--- config.mk ---
export PLATFORM = sky130hd
export DESIGN_NAME = id_ex_stage
export DESIGN_NICKNAME = d
export VERILOG_FILES = /design/src/rtl/id_ex_stage_pkg.sv /design/src/rtl/id_ex_stage_hazard_detect.sv /design/src/rtl/id_ex_stage.sv
export SDC_FILE = /design/constraint.sdc
export NUM_CORES = 1
export LEC_CHECK = 0
export BUFFER_PORTS_ARGS = -buffer_cell sky130_fd_sc_hd__clkbuf_2
export CORE_ASPECT_RATIO = 0.75
export CORE_UTILIZATION = 30
export CTS_CLUSTER_SIZE = 8
export DETAILED_ROUTE_END_ITERATION = 10
export PLACE_DENSITY = 0.56
export SETUP_SLACK_MARGIN = 0.4
export SKIP_LAST_GASP = 1
export SLEW_MARGIN = 20
export SYNTH_ARGS = -nofsm -noshare
export SYNTH_HDL_FRONTEND = slang
export SYNTH_SLANG_ARGS = --single-unit
export TNS_END_PERCENT = 100
--- constraint.sdc ---
create_clock -name i_clk -period 3.2 [get_ports i_clk]
set_input_delay 0.48 -clock i_clk [delete_from_list [all_inputs] [get_ports i_clk]]
set_output_delay 0.48 -clock i_clk [all_outputs]
set_load 0.02 [all_outputs]
--- src/rtl/id_ex_stage_pkg.sv ---
// Shared types and constants for the ID/EX boundary: writeback-source and opcode
// encodings, the registered control bundle, and operand-use helpers.
package id_ex_stage_pkg;

  localparam int unsigned IMM_SRC_W  = 3;
  localparam int unsigned ALU_CTRL_W = 4;
  localparam int unsigned WB_SRC_W   = 3;
  localparam int unsigned OPCODE_W   = 7;
  localparam int unsigned FUNCT3_W   = 3;

  typedef enum logic [WB_SRC_W-1:0] {
    WB_SRC_ALU   = 3'b000,
    WB_SRC_MEM   = 3'b001,
    WB_SRC_PC4   = 3'b010,
    WB_SRC_IMM   = 3'b011,
    WB_SRC_AUIPC = 3'b100
  } wb_src_e;

  typedef enum logic [OPCODE_W-1:0] {
    OPCODE_LUI    = 7'b0110111,
    OPCODE_AUIPC  = 7'b0010111,
    OPCODE_JAL    = 7'b1101111,
    OPCODE_JALR   = 7'b1100111,
    OPCODE_BRANCH = 7'b1100011,
    OPCODE_LOAD   = 7'b0000011,
    OPCODE_STORE  = 7'b0100011,
    OPCODE_OP_IMM = 7'b0010011,
    OPCODE_OP     = 7'b0110011
  } opcode_e;

  // Field order is irrelevant to behaviour; an all-zero bundle is a bubble.
  typedef struct packed {
    logic                  alu_op_src;
    logic                  branch;
    logic                  jump;
    logic                  rf_we;
    logic                  bu_jb;
    logic                  mem_we;
    logic [IMM_SRC_W-1:0]  imm_src;
    logic [WB_SRC_W-1:0]   wb_src;
    logic [ALU_CTRL_W-1:0] alu_ctrl;
  } ctrl_t;

  function automatic logic rs1_used(input logic [OPCODE_W-1:0] opcode);
    return !(opcode == OPCODE_LUI || opcode == OPCODE_AUIPC || opcode == OPCODE_JAL);
  endfunction

  function automatic logic rs2_used(input logic [OPCODE_W-1:0] opcode);
    return (opcode == OPCODE_OP || opcode == OPCODE_STORE || opcode == OPCODE_BRANCH);
  endfunction

endpackage

--- src/rtl/id_ex_stage_hazard_detect.sv ---
// Load-use hazard detector: flags an ID instruction that reads the destination
// of a load currently sitting in EX.
module hazard_detect
  import id_ex_stage_pkg::*;
#(
  parameter int unsigned REG_ADDR_W = 5
) (
  input  logic [OPCODE_W-1:0]   opcode,
  input  logic [REG_ADDR_W-1:0] rs1_addr,
  input  logic [REG_ADDR_W-1:0] rs2_addr,
  input  logic                  id_valid,
  input  logic [REG_ADDR_W-1:0] ex_rd_addr,
  input  logic                  ex_rf_we,
  input  logic [WB_SRC_W-1:0]   ex_wb_src,
  input  logic                  ex_valid,
  output logic                  load_use
);

  logic ex_is_load;
  logic rs1_hit;
  logic rs2_hit;

  always_comb begin
    ex_is_load = ex_valid && ex_rf_we && (ex_wb_src == WB_SRC_MEM) && (ex_rd_addr != '0);
    rs1_hit    = rs1_used(opcode) && (rs1_addr == ex_rd_addr);
    rs2_hit    = rs2_used(opcode) && (rs2_addr == ex_rd_addr);
    load_use   = ex_is_load && id_valid && (rs1_hit || rs2_hit);
  end

endmodule

--- src/rtl/id_ex_stage.sv ---
// ID/EX pipeline register with load-use bubble insertion, flush and hold.
// Optional ID_EX_PERF_CNT_EN adds bubble/flush event counters.
module id_ex_stage
  import id_ex_stage_pkg::*;
#(
  parameter int unsigned XLEN       = 32,
  parameter int unsigned REG_ADDR_W = 5
) (
  input  logic                  i_clk,
  input  logic                  i_rst,
  input  logic                  i_alu_op_src_ctrl,
  input  logic                  i_branch,
  input  logic                  i_jump,
  input  logic                  i_rf_we_ctrl,
  input  logic                  i_bu_jb_ctrl,
  input  logic                  i_mem_we,
  input  logic [IMM_SRC_W-1:0]  i_sx_imm_src_ctrl,
  input  logic [WB_SRC_W-1:0]   i_rf_wb_scr_ctrl,
  input  logic [ALU_CTRL_W-1:0] i_alu_ctrl,
  input  logic [OPCODE_W-1:0]   i_opcode,
  input  logic [FUNCT3_W-1:0]   i_funct3,
  input  logic [XLEN-1:0]       i_pc,
  input  logic [XLEN-1:0]       i_pc_plus4,
  input  logic [XLEN-1:0]       i_rs1_data,
  input  logic [XLEN-1:0]       i_rs2_data,
  input  logic [XLEN-1:0]       i_imm,
  input  logic [REG_ADDR_W-1:0] i_rs1_addr,
  input  logic [REG_ADDR_W-1:0] i_rs2_addr,
  input  logic [REG_ADDR_W-1:0] i_rd_addr,
  input  logic                  i_id_valid,
  input  logic                  i_flush,
  input  logic                  i_hold,
  output logic                  o_alu_op_src_ctrl,
  output logic                  o_branch,
  output logic                  o_jump,
  output logic                  o_rf_we_ctrl,
  output logic                  o_bu_jb_ctrl,
  output logic                  o_mem_we,
  output logic [IMM_SRC_W-1:0]  o_sx_imm_src_ctrl,
  output logic [WB_SRC_W-1:0]   o_rf_wb_scr_ctrl,
  output logic [ALU_CTRL_W-1:0] o_alu_ctrl,
  output logic [FUNCT3_W-1:0]   o_funct3,
  output logic [XLEN-1:0]       o_pc,
  output logic [XLEN-1:0]       o_pc_plus4,
  output logic [XLEN-1:0]       o_rs1_data,
  output logic [XLEN-1:0]       o_rs2_data,
  output logic [XLEN-1:0]       o_imm,
  output logic [REG_ADDR_W-1:0] o_rs1_addr,
  output logic [REG_ADDR_W-1:0] o_rs2_addr,
  output logic [REG_ADDR_W-1:0] o_rd_addr,
  output logic                  o_valid,
  output logic                  o_hazard_stall
`ifdef ID_EX_PERF_CNT_EN
  ,
  output logic [31:0]           o_bubble_cnt,
  output logic [31:0]           o_flush_cnt
`endif
);

  ctrl_t                 ctrl_d;
  ctrl_t                 ctrl_q;
  logic                  valid_q;
  logic [FUNCT3_W-1:0]   funct3_q;
  logic [XLEN-1:0]       pc_q;
  logic [XLEN-1:0]       pc_plus4_q;
  logic [XLEN-1:0]       rs1_data_q;
  logic [XLEN-1:0]       rs2_data_q;
  logic [XLEN-1:0]       imm_q;
  logic [REG_ADDR_W-1:0] rs1_addr_q;
  logic [REG_ADDR_W-1:0] rs2_addr_q;
  logic [REG_ADDR_W-1:0] rd_addr_q;

  logic load_use;
  logic clear;

  hazard_detect #(
    .REG_ADDR_W (REG_ADDR_W)
  ) u_hazard_detect (
    .opcode     (i_opcode),
    .rs1_addr   (i_rs1_addr),
    .rs2_addr   (i_rs2_addr),
    .id_valid   (i_id_valid),
    .ex_rd_addr (rd_addr_q),
    .ex_rf_we   (ctrl_q.rf_we),
    .ex_wb_src  (ctrl_q.wb_src),
    .ex_valid   (valid_q),
    .load_use   (load_use)
  );

  always_comb begin
    ctrl_d.alu_op_src = i_alu_op_src_ctrl;
    ctrl_d.branch     = i_branch;
    ctrl_d.jump       = i_jump;
    ctrl_d.rf_we      = i_rf_we_ctrl;
    ctrl_d.bu_jb      = i_bu_jb_ctrl;
    ctrl_d.mem_we     = i_mem_we;
    ctrl_d.imm_src    = i_sx_imm_src_ctrl;
    ctrl_d.wb_src     = i_rf_wb_scr_ctrl;
    ctrl_d.alu_ctrl   = i_alu_ctrl;
  end

  // Reset, flush and a non-held load-use bubble all load the same all-zero state,
  // so they share one clear path; hold outranks only the load-use bubble.
  assign clear          = i_rst || i_flush || (!i_hold && load_use);
  assign o_hazard_stall = load_use && !i_flush && !i_hold;

  always_ff @(posedge i_clk) begin
    if (clear) begin
      ctrl_q     <= '0;
      valid_q    <= 1'b0;
      funct3_q   <= '0;
      pc_q       <= '0;
      pc_plus4_q <= '0;
      rs1_data_q <= '0;
      rs2_data_q <= '0;
      imm_q      <= '0;
      rs1_addr_q <= '0;
      rs2_addr_q <= '0;
      rd_addr_q  <= '0;
    end else if (!i_hold) begin
      ctrl_q     <= ctrl_d;
      valid_q    <= i_id_valid;
      funct3_q   <= i_funct3;
      pc_q       <= i_pc;
      pc_plus4_q <= i_pc_plus4;
      rs1_data_q <= i_rs1_data;
      rs2_data_q <= i_rs2_data;
      imm_q      <= i_imm;
      rs1_addr_q <= i_rs1_addr;
      rs2_addr_q <= i_rs2_addr;
      rd_addr_q  <= i_rd_addr;
    end
  end

  assign o_alu_op_src_ctrl = ctrl_q.alu_op_src;
  assign o_branch          = ctrl_q.branch;
  assign o_jump            = ctrl_q.jump;
  assign o_rf_we_ctrl      = ctrl_q.rf_we;
  assign o_bu_jb_ctrl      = ctrl_q.bu_jb;
  assign o_mem_we          = ctrl_q.mem_we;
  assign o_sx_imm_src_ctrl = ctrl_q.imm_src;
  assign o_rf_wb_scr_ctrl  = ctrl_q.wb_src;
  assign o_alu_ctrl        = ctrl_q.alu_ctrl;
  assign o_funct3          = funct3_q;
  assign o_pc              = pc_q;
  assign o_pc_plus4        = pc_plus4_q;
  assign o_rs1_data        = rs1_data_q;
  assign o_rs2_data        = rs2_data_q;
  assign o_imm             = imm_q;
  assign o_rs1_addr        = rs1_addr_q;
  assign o_rs2_addr        = rs2_addr_q;
  assign o_rd_addr         = rd_addr_q;
  assign o_valid           = valid_q;

`ifdef ID_EX_PERF_CNT_EN
  logic [31:0] bubble_cnt_q;
  logic [31:0] flush_cnt_q;

  // Flushes count even under hold; load-use bubbles only when actually loaded.
  always_ff @(posedge i_clk) begin
    if (i_rst) begin
      bubble_cnt_q <= '0;
      flush_cnt_q  <= '0;
    end else if (i_flush) begin
      flush_cnt_q  <= flush_cnt_q + 32'd1;
    end else if (!i_hold && load_use) begin
      bubble_cnt_q <= bubble_cnt_q + 32'd1;
    end
  end

  assign o_bubble_cnt = bubble_cnt_q;
  assign o_flush_cnt  = flush_cnt_q;
`endif

endmodule

==> summary.txt, run 1 <==
Outcome
  • Status: complete, no violations

Worst setup path
  • Worst Setup SP: o_rd_addr[4]$_SDFFE_PP0N_
  • Critical Path Sink: o_hazard_stall
  • R2R Setup Slk: 0.84 ns
  • CP Capture Type: primary output
  • Reg-to-Reg End: o_pc_plus4[21]$_SDFFE_PP0N_
  • Worst r2r src: o_rd_addr[4]$_SDFFE_PP0N_
  • Worst R2R Path Depth: 7
  • Crit Path Max Fanout: 5
  • Worst setup path class: register to primary output
  • CP Launch Type: register
  • Req. time, crit path: 2.72 ns
  • CP Data Arrival Time: roughly 2.2 ns

Place
  • Hpwl dp: roughly 15 mm
  • Routability cong.: ~0.73
  • Setup WS pre-CTS: approximately 0.32 ns
  • PortBufs: 401
  • Placed insts: 1356

Timing
  • Relative max-transition margin: roughly a third
  • Maximum clock frequency: 0.3746 GHz
  • Clock skew: between 0.01 and 0.015 ns
  • Hold WS: roughly 0.32 ns
  • Worst slew pin tran: just over 1 ns
  • Tmin final: between 2 and 3 ns
  • Fin worst setup slack: ~0.53 ns
  • RSZ-0062 raised after global routing: false
  • Final Setup Violations: 0
  • Final Max Slew Viols: 0
  • TNS Setup: 0 ns
  • Fin. Hold Viols: 0
  • Crit share post-route: 83.42%

Clocking
  • Cts hold-fix bufs: 0
  • Num Clock Sinks: 195
  • Clock slew at reported path FFs: approximately 0.080 ns
  • Bufs on Longest Clock Path: 2
  • H-tree Lvls: 4
  • CTS tree: done
  • CTS Buf Count: 17
  • Root buf cell: clkbuf_16
  • Worst-Skew Late Latency: 0.43 ns

Detailed routing
  • Via count: about 6.3k
  • DRT Pass-1 Iters: 4
  • DRC errors left: 0
  • Post-DR wirelength/cell: about 16 microns
  • Antenna Nets Post-Route: 0
  • Initial DRC Count: about 250
  • Via-to-Cell Ratio: roughly 4.6
  • Final wirelength: 21.73 mm

Floorplan
  • Die W: 182.7 microns
  • Die Span Y: approximately 140 microns
  • Initial Utilization: between 30% and 40%
  • Core Footprint: 23970 sq um
  • Site row count: between 40 and 50
  • I/O Pins: 402
  • Die area: about 25000 sq um

Global routing
  • GR Overflow Total: 0
  • Global-route wire length before repair: around 32 mm
  • Largest net degree at the start of global routing: between 100 and 150
  • Vias in the first global route: around 5.9k
  • Global-route usage over all layers: between 10% and 20%
  • Initial antenna violation count: 0

Logic synthesis
  • Yosys reg bits: between 150 and 200
  • Mean Syn Cell Area: about 11 sq um
  • Synth warnings: 0
  • Cell Area, Synth: 7345 sq um
  • Most area-hungry cell type in the Yosys netlist: dfxtp_1
  • Top cell type's share of synthesized area: 53.15%
  • Area contributors post-synth: dfxtp_1 53%, mux2i_1 27%, nor3_1 13%, clkbuf_1 1.7%, buf_4 1.4%
  • Count of cell types in the netlist: 22
  • Syn Nets: between 800 and 900
  • Seq/Total Area, Yosys: between 50% and 60%
  • Post-synthesis instance total: approximately 680

Final layout
  • Share of cells above drive strength 1: between 40% and 50%
  • Area of the multi-input gates: around 3200 sq um
  • Area grow syn2layout: 41.24%
  • # nets final: roughly 1.3k
  • Antenna diodes: 0
  • Register area: approximately 3900 sq um
  • Final std cells w/o fill: around 1.4k
  • FILL cells: around 2.4k

Pwr
  • PnR Total Power: approximately 5.6 mW
  • Power Dens Cells: around 540 nW/um^2
  • VDD IR max: between 0.3 and 0.4 mV
  • Leakage: roughly 5 nW

Min path
  • HP Class: primary input to register

Flow run
  • Max-cap check violation count: 0
## through the flow
step           cell area, sq um  utilization [%]
2_1_floorplan              7345                -
3_3_place_gp               9643            40.23
3_5_place_dp               9643            40.23
4_1_cts                   10360            43.22
5_1_grt                   10370            43.27
6_report                  10370            43.27
## repair_timing
action	4_1_cts	5_1_grt
buffers inserted	2	1
gates resized for setup	12	1
pin swaps	6	4
hold endpoints to repair	0	0
setup endpoints to repair	1	1
## worst min-delay path by stage
stage,depth (start not counted),end,start,slack [ns]
after floorplan,2,o_alu_ctrl[0]$_SDFFE_PP0N_,o_alu_ctrl[0]$_SDFFE_PP0N_,0.60
after global placement,2,o_rs1_data[20]$_SDFFE_PP0N_,o_rs1_data[20]$_SDFFE_PP0N_,0.51
after detailed placement,2,o_rs2_data[9]$_SDFFE_PP0N_,o_rs2_data[9]$_SDFFE_PP0N_,0.52
after CTS,3,o_imm[30]$_SDFFE_PP0N_,i_imm[30],0.30
after global routing,3,o_imm[9]$_SDFFE_PP0N_,i_imm[9],0.31
final,3,o_rs1_data[2]$_SDFFE_PP0N_,i_rs1_data[2],0.32
## registers in the layout, indices dropped and copies added (netlist names), 3 cells and up
name / count
o_alu_ctrl: 4
o_funct3: 3
o_imm: 32
o_pc: 32
o_pc_plus4: 32
o_rd_addr: 5
o_rf_wb_scr_ctrl: 3
o_rs1_addr: 5
o_rs1_data: 32
o_rs2_addr: 5
o_rs2_data: 32
o_sx_imm_src_ctrl: 3
## per-layer routing
layer / GRT usage, % / wire [microns] / share of wire [%]
met4: 5.135 / 276 / 1.3
met1: 20.07 / 9516 / 44
met3: 6.027 / 1581 / 7.3
met2: 27.63 / 10360 / 48
met5: 0 / 0 / 0
## synthesized netlist by cell type, drive strengths merged
library cell and instances:
nor2b 1, nor2 2, xor2 7, or2 1, clkbuf 34, or4 1, nand4 2, nor3 197
nand2 1, a31oi 1, nand3 1, dfxtp 195, xnor2 3, mux2i 195, buf 31, a221oi 1
nor3b 2, nand4b 1, nor4bb 1, o211ai 1
## cell families (layout without fill, tap and decap cells)
| logic type | count (synthesis) | count (layout) | share of synthesized area, % |
|---|---|---|---|
| compound gates | 3 | 3 | 0.3919 |
| xor+xnor | 10 | 10 | 1.193 |
| buf+inv | 65 | 446 | 4.140 |
| flops | 195 | 195 | 53.15 |
| mux | 195 | 195 | 26.58 |
| simple gates | 210 | 210 | 14.55 |
## worst max-delay path, cell delays in order (launching register included)
cell and delay, ns:
dfxtp_1 0.37, xor2_1 0.18, or4_4 0.53, a221oi_4 0.32
nor2b_4 0.22, clkbuf_8 0.15
## where the power goes
group	internal, mW	switching (mW)
Clock	1.47	0.948
Combinational	0.290	0.349
Sequential	2.51	0.0431
## cell type report
| cell class | instances | share of cell area [%] |
|---|---|---|
| Sequential cell | 195 | 37.72 |
| Multi-Input combinational cell | 418 | 30.67 |
| Timing Repair Buffer | 415 | 21.26 |
| Clock buffer | 18 | 4.137 |
| Tap cell | 331 | 3.992 |
| Clock inverter | 13 | 2.219 |
## placed cells by master, fill, tap and decap left out, types with 2 or more instances in the layout
master	n
clkbuf_2	399
nor3_1	196
mux2i_1	195
dfxtp_1	192
clkbuf_16	17
buf_4	8
xor2_1	7
bufinv_16	6
buf_12	6
clkinv_2	3
nor2_1	2
xnor2_2	2
nor3b_1	2
nand4_1	2
clkinv_4	2
inv_6	2
dfxtp_4	2
No activity file was read; power rests on OpenSTA's default activity.
==> run 2: changes to the inputs <==
--- a/config.mk
+++ b/config.mk
@@ -5,12 +5,13 @@
 export SDC_FILE = /design/constraint.sdc
 export NUM_CORES = 1
 export LEC_CHECK = 0
+export ABC_AREA = 1
 export BUFFER_PORTS_ARGS = -buffer_cell sky130_fd_sc_hd__clkbuf_2
 export CORE_ASPECT_RATIO = 0.75
 export CORE_UTILIZATION = 30
 export CTS_CLUSTER_SIZE = 8
 export DETAILED_ROUTE_END_ITERATION = 10
-export PLACE_DENSITY = 0.56
+export PLACE_DENSITY = 0.58
 export SETUP_SLACK_MARGIN = 0.4
 export SKIP_LAST_GASP = 1
 export SLEW_MARGIN = 20
==> constraint.sdc (replaced) <==
create_clock -name i_clk -period 2.3 [get_ports i_clk]
set_input_delay 0.345 -clock i_clk [delete_from_list [all_inputs] [get_ports i_clk]]
set_output_delay 0.345 -clock i_clk [all_outputs]
set_load 0.02 [all_outputs]
==> summary.txt, run 2 <==
Detailed routing
  • Via-to-Cell Ratio: 4.298 (-5.8%)
  • Initial DRC Count: 220 (-11%)
  • DRT Pass-1 Iters: 8 (+4)
  • DRC errors left: 23 (+23)
  • Met1 Routed Length: 8.472 mm (-11%)
  • Top Metal Used: met4
  • WL met2: 9.362 mm (-9.6%)
  • Post-DR wirelength/cell: 14.29 microns (-8.6%)
  • Final wirelength: 19.90 mm (-8.4%)
  • Met3 WL: 1.768 mm (+12%)
  • Via count: 5987 (-5.6%)
  • Antenna Nets Post-Route: 0 (unchanged)

Logic synthesis
  • Seq/Total Area, Yosys: 54.84% (+1.7 points)
  • Yosys reg bits: 195 (unchanged)
  • Mean Syn Cell Area: 10.32 sq um (-4.8%)
  • Synth warnings: 0 (unchanged)
  • Top cell type's share of synthesized area: 54.84% (+1.7 points)
  • Count of cell types in the netlist: 17 (-23%)
  • Most area-hungry cell type in the Yosys netlist: dfxtp_1
  • Syn Nets: 896 (+1.4%)
  • Ys async rst share: 0% (unchanged)
  • Top_reg_cell synth: dfxtp_1
  • Post-synth EDFFs: 0 (unchanged)
  • Synth top cells by count: 209 x nor2_1, 195 x dfxtp_1, 191 x mux2i_1
  • Area contributors post-synth: dfxtp_1 55%, mux2i_1 27%, nor2_1 11%, buf_4 1.5%, nand2_1 1.3%
  • Count leader, synth: nor2_1
  • Post-synthesis instance total: 690 (+1.8%)
  • Cell Area, Synth: 7118 sq um (-3.1%)

Worst setup path
  • Critical Path Sink: o_hazard_stall
  • Req. time, crit path: 1.96 ns (-0.76 ns)
  • CP Data Arrival Time: 1.56 ns (-0.63 ns)
  • Worst r2r src: o_rd_addr[1]$_SDFFE_PP0N_
  • CP dominant cell by count: nand2_1
  • Kind of cell adding the most delay to the critical path: simple AND/OR/NAND/NOR gates
  • Reg-to-Reg End: o_pc_plus4[15]$_SDFFE_PP0N_
  • Crit path buffers/inverters: 2 (+1)
  • R2R Setup Slk: 0.58 ns (-0.26 ns)
  • Crit Path Max Fanout: 5 (unchanged)
  • Worst setup path class: register to primary output
  • Worst Setup SP: o_rd_addr[1]$_SDFFE_PP0N_
  • CP Depth: 9 (+4)
  • Largest stage delay, worst path: 0.37 ns (-0.16 ns)
  • CP Launch Type: register
  • Worst R2R Path Depth: 11 (+4)
  • Critical-path cell list: inv_2 > nand2_1 > nand4_1 > nor2_1 > nand2_1 > nand2_1 > nand2_2 > nor2_2 > buf_6
  • CP Capture Type: primary output
  • CP max stage cell: dfxtp_4

Clocking
  • CTS tree: done
  • Num Clock Sinks: 195 (unchanged)
  • Clock slew at reported path FFs: 0.07 ns (about the same)
  • CTS Buf Count: 17 (unchanged)
  • Worst-Skew Late Latency: 0.42 ns (about the same)
  • H-tree Lvls: 4 (unchanged)
  • Bufs on Longest Clock Path: 2 (unchanged)
  • Root buf cell: clkbuf_16
  • Cts hold-fix bufs: 0 (unchanged)

Outcome
  • Status: finished with violations
  • Failing checks: DRC

Timing
  • Worst slew pin tran: 0.8538 ns (-0.1514 ns)
  • Fin. Hold Viols: 0 (unchanged)
  • RSZ-0062 raised after global routing: true
  • Maximum clock frequency: 0.5239 GHz
  • Clock skew: 0.009355 ns (-0.001582 ns)
  • Crit share post-route: 82.99%
  • Tmin final: roughly 1.9 ns
  • TNS Setup: 0 ns (unchanged)
  • Final Max Slew Viols: 0 (unchanged)
  • Final Setup Violations: 0 (unchanged)
  • Relative max-transition margin: 43.08% (+10 points)

Final layout
  • Most common cell after layout, fill and taps aside: clkbuf_2
  • Antenna diodes: 0 (unchanged)
  • Final std cells w/o fill: 1393 (+0.22%)
  • Finished Core Util: 43.52% (+0.24 points)
  • Share of cells above drive strength 1: 41.63% (-1.3 points)
  • Area grow syn2layout: 41.36% (about the same)
  • # nets final: 1287 (+2.7%)
  • Leading cell types in the layout, fill and taps excluded: 399 x clkbuf_2, 208 x nor2_1, 191 x mux2i_1

Floorplan
  • Die area: 24350 sq um (-3.0%)
  • Die Span Y: 135.4 microns (-1.5%)
  • Die W: 179.9 microns (-1.5%)
  • Site row count: 48 (-2.0%)
  • Initial Utilization: 30.78% (+0.15 points)
  • I/O Pins: 402 (unchanged)
  • Core Footprint: 23120 sq um (-3.5%)

Min path
  • HP Class: primary input to register

Place
  • PortBufs: 401 (unchanged)
  • Hpwl dp: 14.28 mm (-6.0%)
  • Routability cong.: 0.7565 (+4.3%)
  • Placed insts: 1355 (-0.074%)

Global routing
  • Global-route wire length before repair: 29.68 mm (-8.5%)
  • Vias in the first global route: 5685 (-3.9%)
  • Largest net degree at the start of global routing: 120 (+9.1%)
  • Initial antenna violation count: 0 (unchanged)
  • Global-route usage over all layers: 15.56% (-1.1 points)
  • GR Overflow Total: 0 (unchanged)

Pwr
  • VDD IR max: 0.5264 mV (+62%)
  • Power Dens Cells: 730.4 nW/um^2 (+35%)
  • Leakage: 5.276 nW (+2.9%)

Flow run
  • Max-cap check violation count: 0 (unchanged)
run 2: worst min path at each step:
stage / from / endpoint / slack [ns] / cells after the start
5_1_grt: i_rs1_data[22] / o_rs1_data[22]$_SDFFE_PP0N_ / 0.14 / 3
3_3_place_gp: o_rs1_addr[0]$_SDFFE_PP0N_ / o_rs1_addr[0]$_SDFFE_PP0N_ / 0.49 / 2
4_1_cts: i_rs2_data[20] / o_rs2_data[20]$_SDFFE_PP0N_ / 0.13 / 3
3_5_place_dp: o_rs2_data[23]$_SDFFE_PP0N_ / o_rs2_data[23]$_SDFFE_PP0N_ / 0.50 / 2
2_1_floorplan: i_imm[0] / o_imm[0]$_SDFFE_PP0N_ / 0.50 / 2
6_report: i_imm[28] / o_imm[28]$_SDFFE_PP0N_ / 0.16 / 3
run 2: cell type report:
cell class	instances	area (sq um)
fillers	2328	13060
flip-flops and latches	195	3923
multi-input cells	443	2948
repair buffers	414	2212
clock buffers	19	432.9
well taps	300	375.4
clock inverters	12	133.9
inverters	10	37.54
run 2: power by group:
part	total [mW]	internal (mW)	switching (mW)
sequential	3.54	3.48	0.0590
combinational	0.897	0.409	0.488
clock	2.91	1.60	1.31
total	7.35	5.49	1.85
run 2: repair_timing:
| item | in CTS | in global routing |
|---|---|---|
| cloned | 0 | 2 |
| buffers inserted | 5 | 0 |
| setup endpoints to repair | 1 | 57 |
| pin swaps | 5 | 2 |
| resized for setup | 14 | 5 |
run 2: stage by stage:
stage / power, mW / cell area, sq um / worst slack, ns / hold WS, ns
floorplan: 4.154 / 7118 / 0.6729 / 0.5043
detailed placement: 4.512 / 9369 / 0.4406 / 0.4987
CTS: 7.482 / 10010 / 0.3660 / 0.1268
global route: 7.694 / 10060 / 0.2335 / 0.1402
finish: 7.349 / 10060 / 0.3913 / 0.1601
global placement: 4.505 / 9369 / 0.4556 / 0.4853
run 2: logic make-up (layout without fill, tap and decap cells):
kind of cell,Yosys count,after routing,share of synthesized area [%]
buf+inv,53,455,4.324
simple gates,239,240,12.76
mux,191,191,26.86
xor+xnor,7,7,0.8613
compound gates,5,5,0.3515
flops,195,195,54.84
run 2: worst min-delay path: cells and delay by family:
| family | cells | cell delay [ns] |
|---|---|---|
| simple gates | 1 | 0.08 |
| mux | 1 | 0.05 |
| buf+inv | 1 | 0.07 |
run 2: metal layers:
layer  global-route usage, %  up-vias
li1                        -     3043
met1                   18.37     2707
met2                   25.70      219
met3                   6.129       18
met4                   5.556        0
met5                       0        -
